File: src/rtl/obj_motion_ctrl.sv
// rtl/obj_motion_ctrl.sv - frame-locked object position sequencer for the VGA object renderer
module obj_motion_ctrl #(
    parameter logic [9:0] X_INIT     = 10'd320,
    parameter logic [9:0] Y_INIT     = 10'd240,
    parameter logic [9:0] X_MIN      = 10'd10,
    parameter logic [9:0] X_MAX      = 10'd600,
    parameter logic [9:0] Y_MIN      = 10'd10,
    parameter logic [9:0] Y_MAX      = 10'd440,
    parameter int         DEB_FRAMES = 2
) (
    input  logic       clk,
    input  logic       rst,
    input  logic       vs,
    input  logic [3:0] btn,
    input  logic       auto_mode,
    input  logic [2:0] step,
    output logic [9:0] o_x,
    output logic [9:0] o_y,
    output logic       upd,
    output logic       dir_x,
    output logic       dir_y
);

    typedef enum logic [2:0] {
        IDLE   = 3'd0,
        SAMPLE = 3'd1,
        CALC_X = 3'd2,
        CALC_Y = 3'd3,
        COMMIT = 3'd4
    } state_t;

    // Button bit positions: {right, left, dn, up}
    localparam int B_UP    = 0;
    localparam int B_DN    = 1;
    localparam int B_LEFT  = 2;
    localparam int B_RIGHT = 3;

    localparam logic [2:0] DEB_TH = 3'(DEB_FRAMES);

    // Signed 11-bit bounds so that subtraction near zero never wraps
    localparam logic signed [10:0] X_LO = $signed({1'b0, X_MIN});
    localparam logic signed [10:0] X_HI = $signed({1'b0, X_MAX});
    localparam logic signed [10:0] Y_LO = $signed({1'b0, Y_MIN});
    localparam logic signed [10:0] Y_HI = $signed({1'b0, Y_MAX});

    state_t      state;
    state_t      state_nxt;

    logic        vs_q;
    logic        tick;
    logic [3:0]  btn_s1;
    logic [3:0]  btn_s2;
    logic [2:0]  btn_cnt     [4];
    logic [2:0]  btn_cnt_nxt [4];
    logic [3:0]  pressed;
    logic [3:0]  pressed_nxt;
    logic        auto_l;
    logic [2:0]  step_l;
    logic [9:0]  nx;
    logic [9:0]  ny;
    logic [10:0] x_res;
    logic [10:0] y_res;

    // One axis step: returns {new_dir, new_pos}. Bounce mode flips the
    // direction only when the raw result overshoots a bound; landing
    // exactly on a bound keeps the direction.
    function automatic logic [10:0] axis_next(
        input logic [9:0]         pos,
        input logic [2:0]         stp,
        input logic               am,
        input logic               dir,
        input logic               inc,
        input logic               dec,
        input logic signed [10:0] lo,
        input logic signed [10:0] hi
    );
        logic signed [10:0] p;
        logic signed [10:0] s;
        logic signed [10:0] n;
        logic               d;
        p = $signed({1'b0, pos});
        s = $signed({8'd0, stp});
        d = dir;
        if (am) begin
            n = dir ? (p + s) : (p - s);
        end else if (inc && !dec) begin
            n = p + s;
        end else if (dec && !inc) begin
            n = p - s;
        end else begin
            n = p;
        end
        if (n > hi) begin
            n = hi;
            if (am) d = 1'b0;
        end else if (n < lo) begin
            n = lo;
            if (am) d = 1'b1;
        end
        return {d, n[9:0]};
    endfunction

    assign tick = vs_q & ~vs;

    // Debounce counters advance once per frame; pressed is judged on the updated count
    always_comb begin
        for (int i = 0; i < 4; i++) begin
            btn_cnt_nxt[i] = 3'd0;
            if (btn_s2[i]) begin
                btn_cnt_nxt[i] = (btn_cnt[i] == 3'd7) ? 3'd7 : btn_cnt[i] + 3'd1;
            end
            pressed_nxt[i] = (btn_cnt_nxt[i] >= DEB_TH);
        end
    end

    // Candidate positions for the current frame from the committed values
    always_comb begin
        x_res = axis_next(o_x, step_l, auto_l, dir_x,
                          pressed[B_RIGHT], pressed[B_LEFT], X_LO, X_HI);
        y_res = axis_next(o_y, step_l, auto_l, dir_y,
                          pressed[B_DN], pressed[B_UP], Y_LO, Y_HI);
    end

    // FSM state register
    always_ff @(posedge clk) begin
        if (rst) begin
            state <= IDLE;
        end else begin
            state <= state_nxt;
        end
    end

    // FSM next state and the commit pulse
    always_comb begin
        state_nxt = state;
        upd       = 1'b0;
        case (state)
            IDLE:    if (tick) state_nxt = SAMPLE;
            SAMPLE:  state_nxt = CALC_X;
            CALC_X:  state_nxt = CALC_Y;
            CALC_Y:  state_nxt = COMMIT;
            COMMIT: begin
                state_nxt = IDLE;
                upd       = (nx != o_x) || (ny != o_y);
            end
            default: state_nxt = IDLE;
        endcase
    end

    // Input synchronizers and vsync edge history
    always_ff @(posedge clk) begin
        if (rst) begin
            btn_s1 <= 4'd0;
            btn_s2 <= 4'd0;
            vs_q   <= 1'b1;
        end else begin
            btn_s1 <= btn;
            btn_s2 <= btn_s1;
            vs_q   <= vs;
        end
    end

    // Per-frame datapath: sample, compute each axis, then commit both together
    always_ff @(posedge clk) begin
        if (rst) begin
            for (int i = 0; i < 4; i++) begin
                btn_cnt[i] <= 3'd0;
            end
            pressed <= 4'd0;
            auto_l  <= 1'b0;
            step_l  <= 3'd0;
            nx      <= X_INIT;
            ny      <= Y_INIT;
            o_x     <= X_INIT;
            o_y     <= Y_INIT;
            dir_x   <= 1'b1;
            dir_y   <= 1'b1;
        end else begin
            case (state)
                SAMPLE: begin
                    for (int i = 0; i < 4; i++) begin
                        btn_cnt[i] <= btn_cnt_nxt[i];
                    end
                    pressed <= pressed_nxt;
                    auto_l  <= auto_mode;
                    step_l  <= step;
                end
                CALC_X: begin
                    nx    <= x_res[9:0];
                    dir_x <= x_res[10];
                end
                CALC_Y: begin
                    ny    <= y_res[9:0];
                    dir_y <= y_res[10];
                end
                COMMIT: begin
                    o_x <= nx;
                    o_y <= ny;
                end
                default: ;
            endcase
        end
    end

endmodule

File: config.mk
export PLATFORM = sky130hd
export DESIGN_NAME = obj_motion_ctrl
export DESIGN_NICKNAME = d
export VERILOG_FILES = /design/src/rtl/obj_motion_ctrl.sv
export SDC_FILE = /design/constraint.sdc
export NUM_CORES = 1
export LEC_CHECK = 0
export CAP_MARGIN = 20
export CORE_UTILIZATION = 53
export CTS_BUF_LIST = sky130_fd_sc_hd__clkbuf_2 sky130_fd_sc_hd__clkbuf_4 sky130_fd_sc_hd__clkbuf_8
export CTS_CLUSTER_SIZE = 24
export DETAILED_ROUTE_END_ITERATION = 8
export HOLD_SLACK_MARGIN = 0.1
export PLACE_DENSITY = 0.73
export SETUP_SLACK_MARGIN = 0.2
export SKIP_LAST_GASP = 1
export SYNTH_ARGS = -nofsm -noshare
export SYNTH_HDL_FRONTEND = slang
export SYNTH_SLANG_ARGS = --single-unit
File: constraint.sdc
create_clock -name clk -period 4 [get_ports clk]
set_input_delay 0.8 -clock clk [delete_from_list [all_inputs] [get_ports clk]]
set_output_delay 0.8 -clock clk [all_outputs]
set_load 0.01 [all_outputs]
==> impl_metrics.csv <==
group,metric,value,unit
sta,max_freq,0.287,GHz
yosys,syn-mean-instance-area,8.12,um2
floorplan,site_rows,34,
clock_tree,cts_hold_repair.buffers,0,
clock_tree,insertion_delay,360,ps
route,detail_route.first_pass.iterations,7,
clock_tree,cts_inserted_buffers,9,
clock_tree,cts.htree.levels,3,
yosys,post_synth_instance_area,0.00491,mm2
finish,final_util,61.6,%
floorplan,fp.dieW,98.3,um
route,detailroute.via_count,4608,
place,placement.io_buffers,33,
power_and_ir_drop,pwr_per_cell_area,304,mW/mm2
floorplan,io-pin-count,34,
worst_setup_path,critPathArrivalTime,3740,ps
outcome,failed_checks,"DRC",
yosys,synth_cell_type_count,76,
place,postPlaceCellArea,0.00525,mm2
grt,grt_pass1_wl,21.6,mm
sta,worst_slew_pin_slew,922,ps
grt,number_of_antenna_violations_at_the_first_check_in_global_routing,0,
sta,setup_repair_after_global_routing_missed_its_margin,"no",
worst_setup_path,timing.critical_path.from_type,"flop",
place,place.detailed.instances,710,
finish,fillCellCount,797,
yosys,synth_async_sr_flop_share,0,%
route,viasPerCell,6.36,
route,wl_cell,18.2,um
worst_setup_path,critical_path.endpoint_type,"flop",
finish,area_occupied_by_multi_input_gates,0.00306,mm2
finish,total_non_filler_cell_area_in_the_finished_layout,0.00545,mm2
route,drc_violations,3,
grt,via_count_of_the_first_global_routing_pass,4402,
place,place.gp.congestion,0.879,
yosys,postSynthNetCount,636,
finish,sequential_cell_area,0.00160,mm2
finish,final_layout_size_suffix_gt1_share,7.13,%
grt,grt_max_degree,38,
finish,fin_nets,644,
outcome,run_status,"complete, but fails checks",
yosys,ys_seq_area_share,32.6,%
sta,setup_total_negative_slack,0,ps
worst_setup_path,crit_type,"flop to flop",
clock_tree,clock_tree.buffer_depth,2,
sta,worst_clock_skew,11.6,ps
route,detail_route.wirelength,13.2,mm
floorplan,total_die_area,0.00966,mm2
route,detail-route-antenna-nets,0,
finish,fin_cells,725,
power_and_ir_drop,p_leak,2.02,nW
sta,final.min_clock_period,3490,ps
yosys,ys_dominant_reg_cell,"sky130_fd_sc_hd__dfxtp_1",
grt,globalRouteTotalUtil,27.8,%
worst_hold_path,worst_hold_path_type,"flop to flop",
yosys,synth_edf_count,12,
sta,final_count_of_hold_timing_violations,0,
clock_tree,path_clk_slew,90,ps
grt,globalRoute.totalOverflow,0,
finish,synthToLayoutAreaGrowth,10.9,%
sta,final_max_slew_viol_count,0,
worst_setup_path,cp_data_required_time,4250,ps
sta,layout_worst_path_cycle_share,87.1,%
yosys,number_of_warnings_printed_during_yosys_synthesis,0,
sta,timing.slew.headroom,38.4,%
floorplan,floorplan.core_area,0.00885,mm2
finish,diodes,0,
worst_setup_path,crit_path_max_fanout,8,
flow_run,maxCapViolations,0,
yosys,yosys_register_bits,74,
clock_tree,cts.sinks,74,
clock_tree,cts_post_setup_buffers_inserted,0,
yosys,synth_cells,605,
route,first_iter_violations,575,
floorplan,floorplan_die_height,98.3,um
clock_tree,cts_tree,"done",
power_and_ir_drop,irDropWorstVdd,221,uV
clock_tree,clock_tree.root_cell,"sky130_fd_sc_hd__clkbuf_8",
place,dp_hpwl,9.40,mm
floorplan,starting_utilization_of_the_core_area,55.5,%
sta,setup_viol_count_final,0,
==> what timing repair did <==
item,CTS,global route
resized for setup,0,1
endpoints found under the setup margin,0,5
hold endpoints to repair,0,0
==> registers in the layout, indices dropped and copies added (netlist names) <==
register  cells
dir_y         1
nx           10
auto_l        1
o_y          10
step_l        3
btn_s1        4
o_x          10
vs_q          1
pressed       4
dir_x         1
btn_s2        4
state         3
btn_cnt      12
ny           10
==> cells by family (layout without fill, tap and decap cells) <==
family,Yosys count,in the layout,synth area share (%)
AND/OR/NAND/NOR,236,236,24.4
AO/OA/AOI/OAI,167,167,23.8
flip-flops,74,74,32.6
buffers and inverters,64,76,5.17
XOR/XNOR,39,39,6.96
adder cells (fa/ha/maj),20,20,5.71
multiplexers,5,5,1.32
==> critical path, cell delays in order (launching register included) <==
cell and delay, ps:
sky130_fd_sc_hd__dfxtp_1 450, sky130_fd_sc_hd__inv_1 180, sky130_fd_sc_hd__fa_1 500, sky130_fd_sc_hd__a21oi_2 340, sky130_fd_sc_hd__nand2b_1 90, sky130_fd_sc_hd__mux4_2 470
sky130_fd_sc_hd__xnor2_1 260, sky130_fd_sc_hd__o2111ai_1 140, sky130_fd_sc_hd__or4_1 430, sky130_fd_sc_hd__and2_1 200, sky130_fd_sc_hd__a2111oi_2 300
==> synthesized netlist by cell type, drive strengths merged (4+ instances only) <==
master,instances,area (um2)
nand4,10,62.6
o311ai,5,43.8
a31oi,6,37.5
nand2,71,267
nor3b,7,52.6
buf,9,47.5
or2,4,27.5
xor2,13,114
nand2b,10,62.6
a211oi,5,37.5
a311oi,5,43.8
nor4,7,43.8
inv,20,75.1
nand3b,6,45.0
nand3,11,55.1
edfxtp,12,360
a21oi,47,235
o22ai,7,50.1
nor3,17,85.1
a32oi,4,42.6
or4,4,37.5
o21ai,30,165
nor2,49,184
nor2b,18,120
ha,16,200
o211ai,7,52.6
clkbuf,35,131
and2,7,43.8
fa,4,80.1
a211o,9,78.8
xnor2,26,228
dfxtp,62,1240
and3,7,43.8
o31ai,6,45.0
==> through the flow <==
stage | worst slack, ps | total power [W] | hold WS, ps
2_1_floorplan | 738 | 0.00101 | 414
3_3_place_gp | 552 | 0.00107 | 424
3_5_place_dp | 432 | 0.00108 | 430
4_1_cts | 391 | 0.00166 | 460
5_1_grt | 261 | 0.00172 | 473
6_report | 514 | 0.00166 | 452
==> cells in the final DEF, fill, tap and decap left out, drive strengths merged, types with 7 or more instances in the layout <==
cell type / Yosys / layout
edfxtp: 12 / 12
clkbuf: 35 / 9
nor3b: 7 / 7
inv: 20 / 22
nor2b: 18 / 18
nand3: 11 / 11
a211o: 9 / 9
xor2: 13 / 13
o22ai: 7 / 7
nor2: 49 / 49
nor3: 17 / 17
nand2: 71 / 71
o21ai: 30 / 30
o211ai: 7 / 7
ha: 16 / 16
nor4: 7 / 7
nand4: 10 / 10
buf: 9 / 9
and2: 7 / 7
xnor2: 26 / 26
clkdlybuf4s50: 0 / 32
and3: 7 / 7
nand2b: 10 / 10
dfxtp: 62 / 62
a21oi: 47 / 47
==> final cells by class <==
| class | instances | share of cell area, % |
|---|---|---|
| Multi-Input combinational cell | 467 | 56.2 |
| Sequential cell | 74 | 29.4 |
| Timing Repair Buffer | 41 | 7.08 |
| Tap cell | 108 | 2.48 |
| Clock buffer | 9 | 2.27 |
| Inverter | 20 | 1.38 |
| Clock inverter | 6 | 1.22 |
==> layer usage <==
metal	track usage (%)	part of all wire, %	up-vias
met5	0	0	-
met4	9.64	1.9	0
met3	5.15	7.4	27
met2	42.1	44	180
met1	39.5	46	2188
li1	-	-	2213
==> power breakdown <==
group	total [W]	internal, W	switching (W)
clock network	0.000591	0.000287	0.000304
logic	0.000252	0.0000990	0.000153
registers	0.000815	0.000785	0.0000309
total	0.00166	0.00117	0.000487
==> final timing paths <==
path	from	endpoint	slack, ps	depth (start not counted)
max	step_l[1]$_SDFFE_PP0P_	ny[1]$_SDFFE_PP0P_	510	10
min reg2reg	btn_s1[2]$_SDFF_PP0_	btn_s2[2]$_SDFF_PP0_	450	1
max reg2reg	step_l[1]$_SDFFE_PP0P_	ny[1]$_SDFFE_PP0P_	510	10
min	btn_s1[2]$_SDFF_PP0_	btn_s2[2]$_SDFF_PP0_	450	1
Note: power is estimated with default switching activity, not from simulation.
